File: config.mk
export PLATFORM = sky130hd
export DESIGN_NAME = mem_arb_flat
export DESIGN_NICKNAME = d
export VERILOG_FILES = /design/src/rtl/mem_pkg.sv /design/src/rtl/mem_arb_if.sv /design/src/rtl/mem_arb.sv /design/src/flat_wrapper.sv
export SDC_FILE = /design/constraint.sdc
export NUM_CORES = 1
export LEC_CHECK = 0
export CAP_MARGIN = 20
export CORE_MARGIN = 2
export CORE_UTILIZATION = 40
export CTS_CLUSTER_DIAMETER = 50
export DETAILED_ROUTE_END_ITERATION = 16
export GPL_ROUTABILITY_DRIVEN = 0
export PLACE_DENSITY_LB_ADDON = 0.1
export SLEW_MARGIN = 25
export SYNTH_ARGS = -nofsm -noshare
export SYNTH_HDL_FRONTEND = slang
export SYNTH_SLANG_ARGS = --single-unit
File: constraint.sdc
create_clock -name clk -period 4.1 [get_ports clk]
set_input_delay 0.82 -clock clk [delete_from_list [all_inputs] [get_ports clk]]
set_output_delay 0.82 -clock clk [all_outputs]
set_load 0.02 [all_outputs]
File: src/rtl/mem_pkg.sv
// Shared types and constants for the byte-wide memory port arbiter.
package mem_pkg;

  localparam int unsigned ADDR_W_DEF = 32;
  localparam int unsigned DATA_W     = 32;
  localparam int unsigned CNT_W      = 3;

  localparam logic [CNT_W-1:0] IF_LEN = CNT_W'(4);

  typedef enum logic [1:0] {
    IDLE  = 2'd0,
    IF_RD = 2'd1,
    MM_RD = 2'd2,
    MM_WR = 2'd3
  } state_e;

  typedef enum logic [1:0] {
    LEN_B = 2'b00,
    LEN_H = 2'b01,
    LEN_W = 2'b10
  } len_e;

  // Byte count of an MM access; the unused code 11 behaves as a word.
  function automatic logic [CNT_W-1:0] len_to_n(input logic [1:0] len);
    case (len_e'(len))
      LEN_B:   return CNT_W'(1);
      LEN_H:   return CNT_W'(2);
      default: return CNT_W'(4);
    endcase
  endfunction

endpackage

File: src/rtl/mem_arb_if.sv
// Request/response and external memory pin bundle for mem_arb.
interface mem_arb_if
  import mem_pkg::*;
#(
  parameter int unsigned ADDR_W = ADDR_W_DEF
) ();

  logic              if_req;
  logic [ADDR_W-1:0] if_a;
  logic              if_clr;
  logic              if_ok;
  logic [DATA_W-1:0] if_dt;

  logic              mm_req;
  logic              mm_wr;
  logic [1:0]        mm_len;
  logic [ADDR_W-1:0] mm_a;
  logic [DATA_W-1:0] mm_wn;
  logic              mm_ok;
  logic [DATA_W-1:0] mm_dt;

  logic [7:0]        rom_rn;
  logic [7:0]        rom_wn;
  logic [ADDR_W-1:0] rom_a;
  logic              rom_wr;
  logic              busy;

  modport slave (
    input  if_req, if_a, if_clr, mm_req, mm_wr, mm_len, mm_a, mm_wn, rom_rn,
    output if_ok, if_dt, mm_ok, mm_dt, rom_wn, rom_a, rom_wr, busy
  );

  modport master (
    output if_req, if_a, if_clr, mm_req, mm_wr, mm_len, mm_a, mm_wn, rom_rn,
    input  if_ok, if_dt, mm_ok, mm_dt, rom_wn, rom_a, rom_wr, busy
  );

endinterface

File: src/rtl/mem_arb.sv
// Arbitrates fetch and memory-stage accesses onto one byte-wide memory port,
// sequencing 32-bit accesses as little-endian byte transfers.
module mem_arb
  import mem_pkg::*;
#(
  parameter int unsigned ADDR_W = ADDR_W_DEF
) (
  input  logic     clk,
  input  logic     rst,
  mem_arb_if.slave bus
);

  state_e            state_q, state_d;
  logic [CNT_W-1:0]  cnt_q, cnt_d;
  logic [CNT_W-1:0]  n_q, n_d;
  logic              last_mm_q, last_mm_d;
  logic [DATA_W-1:0] lanes_q, lanes_d;
  logic [23:0]       wdat_q, wdat_d;
  logic              if_ok_q, if_ok_d;
  logic [DATA_W-1:0] if_dt_q, if_dt_d;
  logic              mm_ok_q, mm_ok_d;
  logic [DATA_W-1:0] mm_dt_q, mm_dt_d;
  logic [7:0]        rom_wn_q, rom_wn_d;
  logic [ADDR_W-1:0] rom_a_q, rom_a_d;
  logic              rom_wr_q, rom_wr_d;
  logic              busy_q, busy_d;

  logic              if_go, mm_go;
  logic [CNT_W-1:0]  cnt_inc;
  logic [DATA_W-1:0] lanes_ins;

  always_ff @(posedge clk or negedge rst) begin
    if (!rst) begin
      state_q   <= IDLE;
      cnt_q     <= '0;
      n_q       <= '0;
      last_mm_q <= 1'b0;
      lanes_q   <= '0;
      wdat_q    <= '0;
      if_ok_q   <= 1'b0;
      if_dt_q   <= '0;
      mm_ok_q   <= 1'b0;
      mm_dt_q   <= '0;
      rom_wn_q  <= '0;
      rom_a_q   <= '0;
      rom_wr_q  <= 1'b0;
      busy_q    <= 1'b0;
    end else begin
      state_q   <= state_d;
      cnt_q     <= cnt_d;
      n_q       <= n_d;
      last_mm_q <= last_mm_d;
      lanes_q   <= lanes_d;
      wdat_q    <= wdat_d;
      if_ok_q   <= if_ok_d;
      if_dt_q   <= if_dt_d;
      mm_ok_q   <= mm_ok_d;
      mm_dt_q   <= mm_dt_d;
      rom_wn_q  <= rom_wn_d;
      rom_a_q   <= rom_a_d;
      rom_wr_q  <= rom_wr_d;
      busy_q    <= busy_d;
    end
  end

  always_comb begin
    state_d   = state_q;
    cnt_d     = cnt_q;
    n_d       = n_q;
    last_mm_d = last_mm_q;
    lanes_d   = lanes_q;
    wdat_d    = wdat_q;
    if_ok_d   = 1'b0;
    if_dt_d   = if_dt_q;
    mm_ok_d   = 1'b0;
    mm_dt_d   = mm_dt_q;
    rom_wn_d  = rom_wn_q;
    rom_a_d   = rom_a_q;
    rom_wr_d  = 1'b0;

    // A requester whose ok is showing this cycle is still holding its old request.
    if_go   = bus.if_req && !bus.if_clr && !if_ok_q;
    mm_go   = bus.mm_req && !mm_ok_q;
    cnt_inc = CNT_W'(cnt_q + CNT_W'(1));

    // Byte returned now belongs to the address issued one cycle earlier.
    lanes_ins = lanes_q;
    case (cnt_q)
      3'd1:    lanes_ins[7:0]   = bus.rom_rn;
      3'd2:    lanes_ins[15:8]  = bus.rom_rn;
      3'd3:    lanes_ins[23:16] = bus.rom_rn;
      3'd4:    lanes_ins[31:24] = bus.rom_rn;
      default: ;
    endcase

    case (state_q)
      IDLE: begin
        if (mm_go && (!if_go || !last_mm_q)) begin
          state_d   = bus.mm_wr ? MM_WR : MM_RD;
          n_d       = len_to_n(bus.mm_len);
          cnt_d     = '0;
          lanes_d   = '0;
          rom_a_d   = bus.mm_a;
          last_mm_d = 1'b1;
          if (bus.mm_wr) begin
            rom_wr_d = 1'b1;
            rom_wn_d = bus.mm_wn[7:0];
            wdat_d   = bus.mm_wn[31:8];
          end
        end else if (if_go) begin
          state_d   = IF_RD;
          n_d       = IF_LEN;
          cnt_d     = '0;
          lanes_d   = '0;
          rom_a_d   = bus.if_a;
          last_mm_d = 1'b0;
        end
      end

      IF_RD, MM_RD: begin
        if (state_q == IF_RD && bus.if_clr) begin
          state_d = IDLE;
          cnt_d   = '0;
        end else begin
          lanes_d = lanes_ins;
          cnt_d   = cnt_inc;
          if (cnt_inc < n_q) rom_a_d = rom_a_q + ADDR_W'(1);
          if (cnt_q == n_q) begin
            state_d = IDLE;
            cnt_d   = '0;
            if (state_q == IF_RD) begin
              if_ok_d = 1'b1;
              if_dt_d = lanes_ins;
            end else begin
              mm_ok_d = 1'b1;
              mm_dt_d = lanes_ins;
            end
          end
        end
      end

      MM_WR: begin
        if (cnt_q == CNT_W'(n_q - CNT_W'(1))) begin
          state_d = IDLE;
          cnt_d   = '0;
          mm_ok_d = 1'b1;
        end else begin
          rom_wr_d = 1'b1;
          rom_a_d  = rom_a_q + ADDR_W'(1);
          rom_wn_d = wdat_q[7:0];
          wdat_d   = {8'h00, wdat_q[23:8]};
          cnt_d    = cnt_inc;
        end
      end

      default: state_d = IDLE;
    endcase

    busy_d = (state_d != IDLE);
  end

  assign bus.if_ok  = if_ok_q;
  assign bus.if_dt  = if_dt_q;
  assign bus.mm_ok  = mm_ok_q;
  assign bus.mm_dt  = mm_dt_q;
  assign bus.rom_wn = rom_wn_q;
  assign bus.rom_a  = rom_a_q;
  assign bus.rom_wr = rom_wr_q;
  assign bus.busy   = busy_q;

endmodule

File: src/flat_wrapper.sv
// flat-port wrapper written by rule: the top's interface ports become plain ports
module mem_arb_flat import mem_pkg::*;
#(
  parameter int unsigned ADDR_W = ADDR_W_DEF
)
  (clk, rst, bus_if_req, bus_if_a, bus_if_clr, bus_mm_req, bus_mm_wr, bus_mm_len, bus_mm_a, bus_mm_wn, bus_rom_rn, bus_if_ok, bus_if_dt, bus_mm_ok, bus_mm_dt, bus_rom_wn, bus_rom_a, bus_rom_wr, bus_busy);
  mem_arb_if #(.ADDR_W(ADDR_W)) bus_i ();
  input  logic clk;
  input  logic rst;
  input wire logic [$bits(bus_i.if_req)-1:0] bus_if_req;
  input wire logic [$bits(bus_i.if_a)-1:0] bus_if_a;
  input wire logic [$bits(bus_i.if_clr)-1:0] bus_if_clr;
  input wire logic [$bits(bus_i.mm_req)-1:0] bus_mm_req;
  input wire logic [$bits(bus_i.mm_wr)-1:0] bus_mm_wr;
  input wire logic [$bits(bus_i.mm_len)-1:0] bus_mm_len;
  input wire logic [$bits(bus_i.mm_a)-1:0] bus_mm_a;
  input wire logic [$bits(bus_i.mm_wn)-1:0] bus_mm_wn;
  input wire logic [$bits(bus_i.rom_rn)-1:0] bus_rom_rn;
  output wire logic [$bits(bus_i.if_ok)-1:0] bus_if_ok;
  output wire logic [$bits(bus_i.if_dt)-1:0] bus_if_dt;
  output wire logic [$bits(bus_i.mm_ok)-1:0] bus_mm_ok;
  output wire logic [$bits(bus_i.mm_dt)-1:0] bus_mm_dt;
  output wire logic [$bits(bus_i.rom_wn)-1:0] bus_rom_wn;
  output wire logic [$bits(bus_i.rom_a)-1:0] bus_rom_a;
  output wire logic [$bits(bus_i.rom_wr)-1:0] bus_rom_wr;
  output wire logic [$bits(bus_i.busy)-1:0] bus_busy;
  assign bus_i.if_req = bus_if_req;
  assign bus_i.if_a = bus_if_a;
  assign bus_i.if_clr = bus_if_clr;
  assign bus_i.mm_req = bus_mm_req;
  assign bus_i.mm_wr = bus_mm_wr;
  assign bus_i.mm_len = bus_mm_len;
  assign bus_i.mm_a = bus_mm_a;
  assign bus_i.mm_wn = bus_mm_wn;
  assign bus_i.rom_rn = bus_rom_rn;
  assign bus_if_ok = bus_i.if_ok;
  assign bus_if_dt = bus_i.if_dt;
  assign bus_mm_ok = bus_i.mm_ok;
  assign bus_mm_dt = bus_i.mm_dt;
  assign bus_rom_wn = bus_i.rom_wn;
  assign bus_rom_a = bus_i.rom_a;
  assign bus_rom_wr = bus_i.rom_wr;
  assign bus_busy = bus_i.busy;
  mem_arb #(.ADDR_W(ADDR_W)) u_core (.clk(clk), .rst(rst), .bus(bus_i));
endmodule
---- Word-level counts from Yosys, hierarchy flattened ----
Index checks and enable logic that the tools add are counted.
Widths: inputs -> output; s select.
storage, ports and cells
  bits in registers ....................... 173
  output and inout port bits .............. 108
  word-level logic and storage cells ...... 113
operators by class
  add/sub/neg operators ................... 3
  order comparisons ....................... 1
  equality and inequality tests ........... 16
  mux-type cells .......................... 53
  bitwise gates (word level) .............. 2
  reduce and logical (&&, ||, !) cells .... 24
operators by type and width
  cell                   count
  $mux 32                8
  $pmux 32 s3            1
  $mux 24                3
  $pmux 32 s2            1
  $mux 8                 7
  $pmux 24 s2            1
  $add 32x1->32 const B  1
  $mux 3                 7
  $pmux 8 s2             1
  $reduce_and 4->1       4
  $mux 1                 14
  $mux 2                 5
  $pmux 3 s3             1
  $reduce_bool 2->1      4
  $eq 3x2->1 const B     2
  $eq 3x3->1             2
  $ne 2x2->1 const B     3
  $pmux 2 s3             1
  $pmux 3 s2             1
  $logic_and 1x1->1      5
  $logic_not 1->1        5
  $eq 2x1->1 const B     2
  $eq 2x2->1 const B     2
  $logic_not 2->1        2
  other kinds (13)       16

---- Depth between registers and ports, before layout ----
  word-level depth ........................ 9
  mapped depth ............................ 11
  mapped depth without buffers ............ 8

---- Worst setup path before layout ----
OpenSTA, ideal clock, no wires.
  path kind ............................... input-to-reg
  start ................................... input bus_if_req
  end ..................................... register u_core.wdat_q[15]
  setup time .............................. 0.128 ns
  arrival time ............................ 2.208 ns
  slack ................................... 1.765 ns
  stages .................................. 6
  path buffers ............................ 1
  cell sequence ........................... nor3b_1 a21oi_2 nand3_2 a21bo_2 buf_2 mux2_1
on the way
  longest elaborated chain between the ends .. 7
ends and longest elaborated chain
  element                         RTL line            text
  from (decl)                     flat_wrapper.sv:10  input wire logic [$bits(bus_i.if_req)-1:0] bus_if_req;
  $logic_and 1x1->1 (2 in a row)  mem_arb.sv:82       if_go = bus.if_req && !bus.if_clr && !if_ok_q;
  $logic_not 1->1                 mem_arb.sv:98       if (mm_go && (!if_go || !last_mm_q)) begin
  $logic_or 1x1->1                mem_arb.sv:98
  $logic_and 1x1->1               mem_arb.sv:98
  $ne 2x1->1 (no line)            -
  $reduce_and 4->1 (no line)      -
  to (signal assigned)            mem_arb.sv:54       wdat_q <= wdat_d;
  to (decl)                       mem_arb.sv:18       logic [23:0] wdat_q, wdat_d;
No other way between the ends.
A chain may end at the register's enable or synchronous reset.

---- Final worst setup path ----
  start ................................... input bus_if_clr
  end ..................................... register u_core.wdat_q[14]
on the way
  longest elaborated chain between the ends .. 8
ends and longest elaborated chain
  element                         RTL line            text
  from (decl)                     flat_wrapper.sv:12  input wire logic [$bits(bus_i.if_clr)-1:0] bus_if_clr;
  $logic_not 1->1                 mem_arb.sv:82
  $logic_and 1x1->1 (2 in a row)  mem_arb.sv:82
  $logic_not 1->1                 mem_arb.sv:98
  $logic_or 1x1->1                mem_arb.sv:98
  $logic_and 1x1->1               mem_arb.sv:98
  $ne 2x1->1 (no line)            -
  $reduce_and 4->1 (no line)      -
No other way between the ends.

==> results.yml <==
synth:
  synth.area.top_cells: "dfrtp_1 (49%), mux2_2 (18%), a22o_1 (3.4%)"
  synth_top_area_cell: "dfrtp_1"
  synth_cell_types: 68
  ys_top_cells_by_count: "dfrtp_1 (173), mux2_2 (144), nand2_1 (48), nor2_1 (41), a22o_1 (34)"
  synth-seq-area-share: 0.4937
  synth_edf_count: 0
  yosysWarnings: 0
  ys_ff_latch: 173
  synth_most_common_cell: "dfrtp_1"
  post-synth-top-area-fraction: 0.4937
  synthCells: 747
  syn-num-nets: 874
  synth.avg_cell_area_sq_um: 11.74
  synth-async-reset-ratio: 1.000
  syn-cell-area_sq_mm: 0.008768
  synth_ff_type: "dfrtp_1"
placed_design:
  dp.final_hpwl_microns: 15900
  io_buffer_count: 219
  dp_slack_ns: 0.7886
  placed_area_sq_mm: 0.01126
sta:
  max_slew_margin: 0.4308
  tightest_slew_ns: 0.8459
  finalCritPeriodShare: 0.6920
  finalSetupTns_ns: 0
  worst_slack_ns: 1.263
  hold_viol: 0
  min_period_ns: 2.837
  setup_viol: 0
  clock_skew_ns: 0.01694
  final_max_slew_viol_count: 0
  rsz0062_at_grt: "false"
  fmax_ghz: 0.3525
setup_path:
  path_class: "in2reg"
  critical_path_arrival_ns: 3.15
  timing.rr.start: "u_core.n_q[1]"
  cp-endpoint: "u_core.wdat_q[14]"
  cp-end-kind: "flop"
  crit_required_ns: 4.41
  r2r_slack_ns: 1.37
  critPathMaxFanout: 29
  timing.rr.end: "u_core.wdat_q[14]"
  worstRegToRegCells: 6
  startpoint: "bus_if_clr"
  start_kind: "input port"
finish:
  multi_input_area_sq_mm: 0.004212
  syn2layout_area_growth_pct: 35.34
  antenna_cells: 0
  fin_nets: 1086
  drive_gt1_frac: 0.2181
  finish.instance_area_sq_mm: 0.01187
  regArea_sq_mm: 0.004329
  fillers: 1909
routing:
  drtPass1Iterations: 4
  ant_nets: 0
  vias_per_cell: 5.360
  wl_per_cell_microns: 18.18
  vias: 6711
  first_iter_violations: 376
  wirelength_microns: 22770
  drc: 0
global_routing:
  grt_pass1_wl_microns: 37580
  grt.total_usage: 0.1986
  grt_overflow_total: 0
  grt_pass1_vias: 6826
  antenna_found_initial: 0
  grt_max_degree: 77
clocking:
  numClockSinks: 173
  cts_tree: "done"
  numCtsBuffers: 17
  cts_hold_buf: 0
  clk_latency_ns: 0.43
  clk_pin_slew_worst_paths_ns: 0.08
  post_cts_resized: 0
  cts-htree-levels: 4
  postCtsSetupBuffers: 0
  cts.path.max_buffers: 2
  cts_root_buf: "clkbuf_16"
floorplanning:
  io_pins: 220
  start_util: 0.4043
  die_w_microns: 152.1
  core_sq_mm: 0.02169
  fp-row-count: 54
  dieArea_sq_mm: 0.02312
  fp.dieH_microns: 152.1
run:
  cap_violations: 0
power:
  p_leak_nw: 5.202
  vdd_drop_max_mv: 0.3721
  pwr_density_cell_mw_per_mm2: 687.6
status:
  outcome: "finished, final reports clean"
hold_path:
  hold_class: "in2async"
## worst max-delay path, stage by stage
cell	delay, ns
clkdlybuf4s50_1	0.51
nor3b_1	0.48
a21oi_4	0.11
nand3_2	0.19
a21bo_2	0.61
mux2_2	0.41
## state kept, by name, summed over array words and instances (netlist names), 2 cells and up
register,flops
u_core.bus.if_dt,32
u_core.bus.mm_dt,32
u_core.bus.rom_a,32
u_core.bus.rom_wn,8
u_core.cnt_q,3
u_core.lanes_q,32
u_core.n_q,3
u_core.state_q,2
u_core.wdat_q,24
## worst min-delay path by stage
| stage | depth (start not counted) | slack, ns | startpoint | endpoint |
|---|---|---|---|---|
| after CTS | 1 | 0.46 | rst | u_core.bus.rom_a[15] |
| after floorplan | 1 | 0.44 | u_core.wdat_q[16] | u_core.wdat_q[16] |
| final | 1 | 0.41 | rst | u_core.bus.rom_a[15] |
| after global placement | 1 | 0.46 | u_core.wdat_q[20] | u_core.wdat_q[20] |
| after detailed placement | 1 | 0.46 | u_core.wdat_q[18] | u_core.wdat_q[18] |
| after global routing | 1 | 0.49 | rst | u_core.bus.rom_a[15] |
## layout make-up
cell class                      instances  share of cell area
Clock buffer                           18             0.03701
Clock inverter                         14             0.01444
Inverter                               18            0.005693
Multi-Input combinational cell        516              0.3549
Sequential cell                       173              0.3648
Tap cell                              280             0.02952
Timing Repair Buffer                  233              0.1937
## through the flow
stage	hold slack [ns]	util	power, W	std cells
finish	0.4059	0.5472	0.008160	1252
global route	0.4901	0.5472	0.008676	1252
CTS	0.4596	0.5472	0.008233	1252
detailed placement	0.4611	0.5190	0.006540	1220
global placement	0.4603	0.5190	0.006493	1220
floorplan	0.4441	-	0.005122	747
## cells by family (layout without fill, tap and decap cells)
logic type,Yosys count,count (layout),share of synthesized area
AOI/OAI and AO/OA,156,156,0.1310
xor gates and xnor gates,4,4,0.005708
adders and majority gates,15,15,0.02140
buffers and inverters,58,283,0.02868
DFF,173,173,0.4937
muxes,169,169,0.2136
and+or+nand+nor,172,172,0.1059
## cell usage in the layout, fill, tap and decap left out, types with 14 or more instances in the layout
cell / Yosys / layout
o21ai_0: 22 / 22
inv_1: 18 / 18
clkdlybuf4s50_1: 0 / 218
nand3_1: 14 / 14
ha_1: 15 / 14
mux2i_1: 24 / 24
clkbuf_16: 0 / 17
mux2_2: 144 / 144
nand2_1: 48 / 48
a22o_1: 34 / 34
a21oi_1: 27 / 27
buf_4: 2 / 14
dfrtp_1: 173 / 173
nor2_1: 41 / 40
## power by group
| part | switching [W] | internal, W | leakage (nW) |
|---|---|---|---|
| logic | 0.00205 | 0.00176 | 2.65 |
| registers | 0.000446 | 0.00224 | 2.25 |
| clock network | 0.000777 | 0.000890 | 0.297 |
## metal layers
layer  GRT usage  vias up  routed length [microns]  share of wire
met2      0.3052      182                    10240           0.45
met5           0        -                        0              0
met1      0.2803     3303                    10890           0.48
li1            -     3205                        -              -
met4     0.05118        0                      274          0.012
met3     0.05277       21                     1355          0.060
(Power assumes the default switching activity.)
